--- config.mk ---
export PLATFORM = sky130hd
export DESIGN_NAME = score_display_counter
export DESIGN_NICKNAME = d
export VERILOG_FILES = /design/src/rtl/score_display_counter.sv
export SDC_FILE = /design/constraint.sdc
export NUM_CORES = 1
export LEC_CHECK = 0
export CAP_MARGIN = 20
export CORE_MARGIN = 2
export CORE_UTILIZATION = 54
export CTS_CLUSTER_DIAMETER = 50
export DETAILED_ROUTE_END_ITERATION = 10
export HOLD_SLACK_MARGIN = 0.15
export PLACE_DENSITY_LB_ADDON = 0.3
export SLEW_MARGIN = 20
export SYNTH_ARGS = -nofsm -noshare
export SYNTH_HDL_FRONTEND = slang
export SYNTH_SLANG_ARGS = --single-unit
--- constraint.sdc ---
create_clock -name clk_1mhz -period 2.28 [get_ports clk_1mhz]
set_input_delay 0.228 -clock clk_1mhz [delete_from_list [all_inputs] [get_ports clk_1mhz]]
set_output_delay 0.228 -clock clk_1mhz [all_outputs]
set_load 0.01 [all_outputs]
--- src/rtl/score_display_counter.sv ---
// score_display_counter
// Two-digit BCD up/down score counter with saturation at 00 and 99, driving a
// time-multiplexed two-digit seven-segment display.
//
// Ports:
//   clk_1mhz   in   1  system clock (1 MHz), all state on rising edge
//   reset      in   1  asynchronous active-high reset
//   count_up   in   1  level pulse; each rising edge requests score +1
//   count_down in   1  level pulse; each rising edge requests score -1
//   score_bcd  out  8  current score {tens, ones} in BCD, 00..99
//   seg        out  7  active-high segments {g,f,e,d,c,b,a} of selected digit
//   digit_sel  out  2  one-hot digit enable: 01 = ones, 10 = tens
module score_display_counter #(
  parameter int unsigned REFRESH_DIV = 1000,
  parameter bit          BLANK_LZ    = 1'b1
) (
  input  logic       clk_1mhz,
  input  logic       reset,
  input  logic       count_up,
  input  logic       count_down,
  output logic [7:0] score_bcd,
  output logic [6:0] seg,
  output logic [1:0] digit_sel
);

  localparam int unsigned CNT_W = (REFRESH_DIV > 1) ? $clog2(REFRESH_DIV) : 1;

  logic             up_q;
  logic             dn_q;
  logic             armed;      // low for the first cycle after reset
  logic             up_edge;
  logic             dn_edge;
  logic [3:0]       ones;
  logic [3:0]       tens;
  logic [7:0]       score_nxt;
  logic [CNT_W-1:0] refresh_cnt;
  logic             refresh_wrap;
  logic             tens_active;
  logic [3:0]       shown_digit;
  logic [6:0]       seg_nxt;
  logic [1:0]       digit_sel_nxt;

  // Seven-segment encoding of a BCD digit
  function automatic logic [6:0] seg_enc(input logic [3:0] d);
    case (d)
      4'd0:    seg_enc = 7'h3F;
      4'd1:    seg_enc = 7'h06;
      4'd2:    seg_enc = 7'h5B;
      4'd3:    seg_enc = 7'h4F;
      4'd4:    seg_enc = 7'h66;
      4'd5:    seg_enc = 7'h6D;
      4'd6:    seg_enc = 7'h7D;
      4'd7:    seg_enc = 7'h07;
      4'd8:    seg_enc = 7'h7F;
      4'd9:    seg_enc = 7'h6F;
      default: seg_enc = 7'h00;
    endcase
  endfunction

  assign ones = score_bcd[3:0];
  assign tens = score_bcd[7:4];

  // Edges are ignored in the first cycle after reset so an input already high
  // at reset release never counts as a fresh transition.
  assign up_edge = armed & count_up & ~up_q;
  assign dn_edge = armed & count_down & ~dn_q;

  // Next BCD score: single step with carry/borrow, saturating at 00 and 99
  always_comb begin
    score_nxt = score_bcd;
    if (up_edge && !dn_edge) begin
      if (score_bcd == 8'h99) begin
        score_nxt = score_bcd;
      end else if (ones == 4'd9) begin
        score_nxt = {4'(tens + 4'd1), 4'd0};
      end else begin
        score_nxt = {tens, 4'(ones + 4'd1)};
      end
    end else if (dn_edge && !up_edge) begin
      if (score_bcd == 8'h00) begin
        score_nxt = score_bcd;
      end else if (ones == 4'd0) begin
        score_nxt = {4'(tens - 4'd1), 4'd9};
      end else begin
        score_nxt = {tens, 4'(ones - 4'd1)};
      end
    end
  end

  // Input history and score register
  always_ff @(posedge clk_1mhz or posedge reset) begin
    if (reset) begin
      up_q      <= 1'b0;
      dn_q      <= 1'b0;
      armed     <= 1'b0;
      score_bcd <= 8'h00;
    end else begin
      up_q      <= count_up;
      dn_q      <= count_down;
      armed     <= 1'b1;
      score_bcd <= score_nxt;
    end
  end

  assign refresh_wrap = (refresh_cnt == CNT_W'(REFRESH_DIV - 1));

  // Free-running refresh timer; independent of score activity
  always_ff @(posedge clk_1mhz or posedge reset) begin
    if (reset) begin
      refresh_cnt <= '0;
      tens_active <= 1'b0;
    end else if (refresh_wrap) begin
      refresh_cnt <= '0;
      tens_active <= ~tens_active;
    end else begin
      refresh_cnt <= CNT_W'(refresh_cnt + CNT_W'(1));
    end
  end

  // Display decode for the active digit, with optional leading-zero blanking
  always_comb begin
    shown_digit   = tens_active ? tens : ones;
    digit_sel_nxt = tens_active ? 2'b10 : 2'b01;
    seg_nxt       = seg_enc(shown_digit);
    if (tens_active && BLANK_LZ && (tens == 4'd0)) begin
      seg_nxt = 7'h00;
    end
  end

  // Registered display outputs
  always_ff @(posedge clk_1mhz or posedge reset) begin
    if (reset) begin
      digit_sel <= 2'b01;
      seg       <= 7'h3F;
    end else begin
      digit_sel <= digit_sel_nxt;
      seg       <= seg_nxt;
    end
  end

endmodule

==> run metrics <==
Die H 59.7 um; Pwr Total 2.28 mW; fin crit share 88.2%; Net Count, Synth 179; vias per cell 5.62; Slew Viols, Final 0; Core Region 0.00300 mm^2; number of enable flip-flop cells after synthesis 0; Main synth FF type dfrtp_1; Worst Setup End Kind register; Power Density 1140 mW/mm^2; CP Class reg -> reg; Final GP Congestion 0.872; H-tree depth 2; diode count 0; Post-Synthesis Mean Instance Area 10.1 um^2; register area 785 um^2; Sw Ratio 38.5%; Clock Skews 7.02 ps; critical path arrival 2220 ps; Area contributors post-synth dfrtp_1 36%, dfstp_2 11%, ha_1 7.5%; CTS tree done; Final Setup Violations 0; unrepaired setup endpoints after global routing false; ANT nets after route 0; synth cell count leaders 24 x dfrtp_1, 16 x nand2_1, 15 x nor2_1; Synth cell types 38; vias 1287; vias in the first global route 1236; Max-Cap Viols 0; crit-path max FO 8; Worst VDD drop 571 uV; Synth Instances 165; Starting DRT DRC Count 29; Critical Path RT 2490 ps; Site Rows 20; crit path cell chain inv_1 -> ha_1 -> nor3b_1 -> inv_1 -> o21ai_4 -> nor2_1 -> xor2_1; delay-heaviest family, CP simple AND/OR/NAND/NOR gates; First-pass DRT Iterations 4; Hold WS 272 ps; TritonCTS buffer count 5; initial core utilization 55.8%; final-stage net count 209; Synth Warn # 0; worst path buffer plus inverter count 2; register area share after synthesis 46.9%; Root Buffer clkbuf_4; Slew headroom 58.3%; Place WS 5.22 ps; area grow syn2layout 19.7%; CTS Buffer Depth 2; Fillers 245; Largest stage delay, worst path 510 ps; Crit-path slowest cell nor3b_1; post-synth top area share 35.9%; dpl hpwl 2.28 mm; DRC violations left 0; P_sw 0.880 mW; post-synthesis register bit count 31; setup bufs post-CTS 0; sequential share of power 38.4%; most common cell in the netlist dfrtp_1; fmax 0.497 GHz; Final TNS setup 0 ps; share of cells above drive strength 1 13.8%; Hold Buf Count CTS 0; actual slew at the worst max-slew pin 619 ps; Syn Std Cell Area 0.00167 mm^2; CP dominant cell by count inv_1; Worst-path clk slew 100 ps; WL/cell 13.5 um; Clock power frac 14.4%; Hold Crit Class in -> async; combinational power share 47.1%; Worst Setup Start Kind register; leakage 0.854 nW; I/O pins 21; internal power 1.40 mW; # resized after CTS 0; leading area contributor after synthesis dfrtp_1; first-pass GRT wire length 5.21 mm; clock sinks 31; Total Routing Usage GR 19.8%; status finished clean; drt total wl 3.08 mm; die area 0.00356 mm^2; Die Width 59.7 um; final hold violation count 0; pin count of the biggest net entering global routing 32; min Tclk post-route 2010 ps; gr ovfl total 0; worst skew pair latency 330 ps; Post-synth ARST share 100%; area occupied by multi-input gates 828 um^2; setup ws final 269 ps; antenna violations before repair 0; quantity of I/O buffers inserted on ports 20
## flip-flops by register name, indices dropped and copies added, names as in the netlist
name         cells
armed            1
digit_sel        2
dn_q             1
refresh_cnt     10
score_bcd        8
seg              7
tens_active      1
up_q             1
## power by group through the flow
| stage | Sequential (mW) | Clock, mW | Combinational, mW |
|---|---|---|---|
| 3_3_place_gp | 0.882 | 0 | 1.03 |
| 3_5_place_dp | 0.889 | 0 | 1.07 |
| 5_1_grt | 0.904 | 0.365 | 1.19 |
| 2_1_floorplan | 0.890 | 0 | 0.617 |
| 4_1_cts | 0.877 | 0.343 | 1.08 |
| 6_report | 0.877 | 0.329 | 1.08 |
## per-layer routing
| metal | part of all wire, % | GRT usage, % | vias to the layer above |
|---|---|---|---|
| met5 | 0 | 0 | - |
| met4 | 2.4 | 10.5 | 0 |
| met3 | 4.8 | 6.49 | 8 |
| met2 | 49 | 31.5 | 44 |
| met1 | 43 | 23.8 | 611 |
| li1 | - | - | 624 |
## cell usage in the layout, fill, tap and decap left out, types with 3 or more instances in the layout
cell type        Yosys  final
dfrtp_1             24     24
clkdlybuf4s50_1      0     20
nand2_1             16     16
nor2_1              15     15
a21oi_1             12     12
inv_1               10     10
xnor2_1             10     10
ha_1                10     10
nand3_1              8      8
dfstp_2              7      7
buf_4                0      7
mux2i_1              6      6
o21ai_0              6      6
xor2_1               5      5
clkbuf_4             0      5
nor2b_1              3      3
## final cells by class
cell class / count / area share, %
Tap cell: 33 / 2.06
Inverter: 10 / 1.87
Timing Repair Buffer: 27 / 12.6
Clock inverter: 1 / 0.250
Sequential cell: 31 / 39.1
Multi-Input combinational cell: 120 / 41.3
Clock buffer: 7 / 2.75
## cell families (layout without fill, tap and decap cells)
group | after synthesis | count (layout) | share of synthesized area [%]
AND/OR/NAND/NOR | 54 | 54 | 16.8
AO/OA/AOI/OAI | 33 | 33 | 12.9
flip-flops | 31 | 31 | 46.9
XOR/XNOR | 15 | 15 | 7.85
buffers and inverters | 14 | 45 | 3.66
adder cells (fa/ha/maj) | 10 | 10 | 7.47
multiplexers | 7 | 7 | 4.26
other | 1 | 1 | 0.224
## worst min-delay path, cell delays in order
cell	delay [ps]
clkdlybuf4s50_1	400
inv_1	50
buf_4	340
## stage by stage
stage	cell area (um^2)	std cells	util, %
detailed placement	1940	221	64.8
floorplan	1670	165	-
CTS	2000	229	66.8
global route	2000	229	66.8
finish	2000	229	66.8
global placement	1940	221	64.8
## final timing paths
path / slack (ps) / cells past startpoint / start / to
setup / recovery: 270 / 7 / score_bcd[5]$_DFFE_PP0P_ / score_bcd[6]$_DFFE_PP0P_
hold / removal: 270 / 3 / reset / score_bcd[3]$_DFFE_PP0P_
setup reg to reg: 270 / 7 / score_bcd[5]$_DFFE_PP0P_ / score_bcd[6]$_DFFE_PP0P_
hold reg to reg: 460 / 1 / refresh_cnt[0]$_DFF_PP0_ / refresh_cnt[0]$_DFF_PP0_
max in group asynchronous: 1700 / 3 / reset / digit_sel[0]$_DFF_PP1_
min in group clk_1mhz: 360 / 1 / count_down / dn_q$_DFF_PP0_
Power figures use the tool's default switching activity.
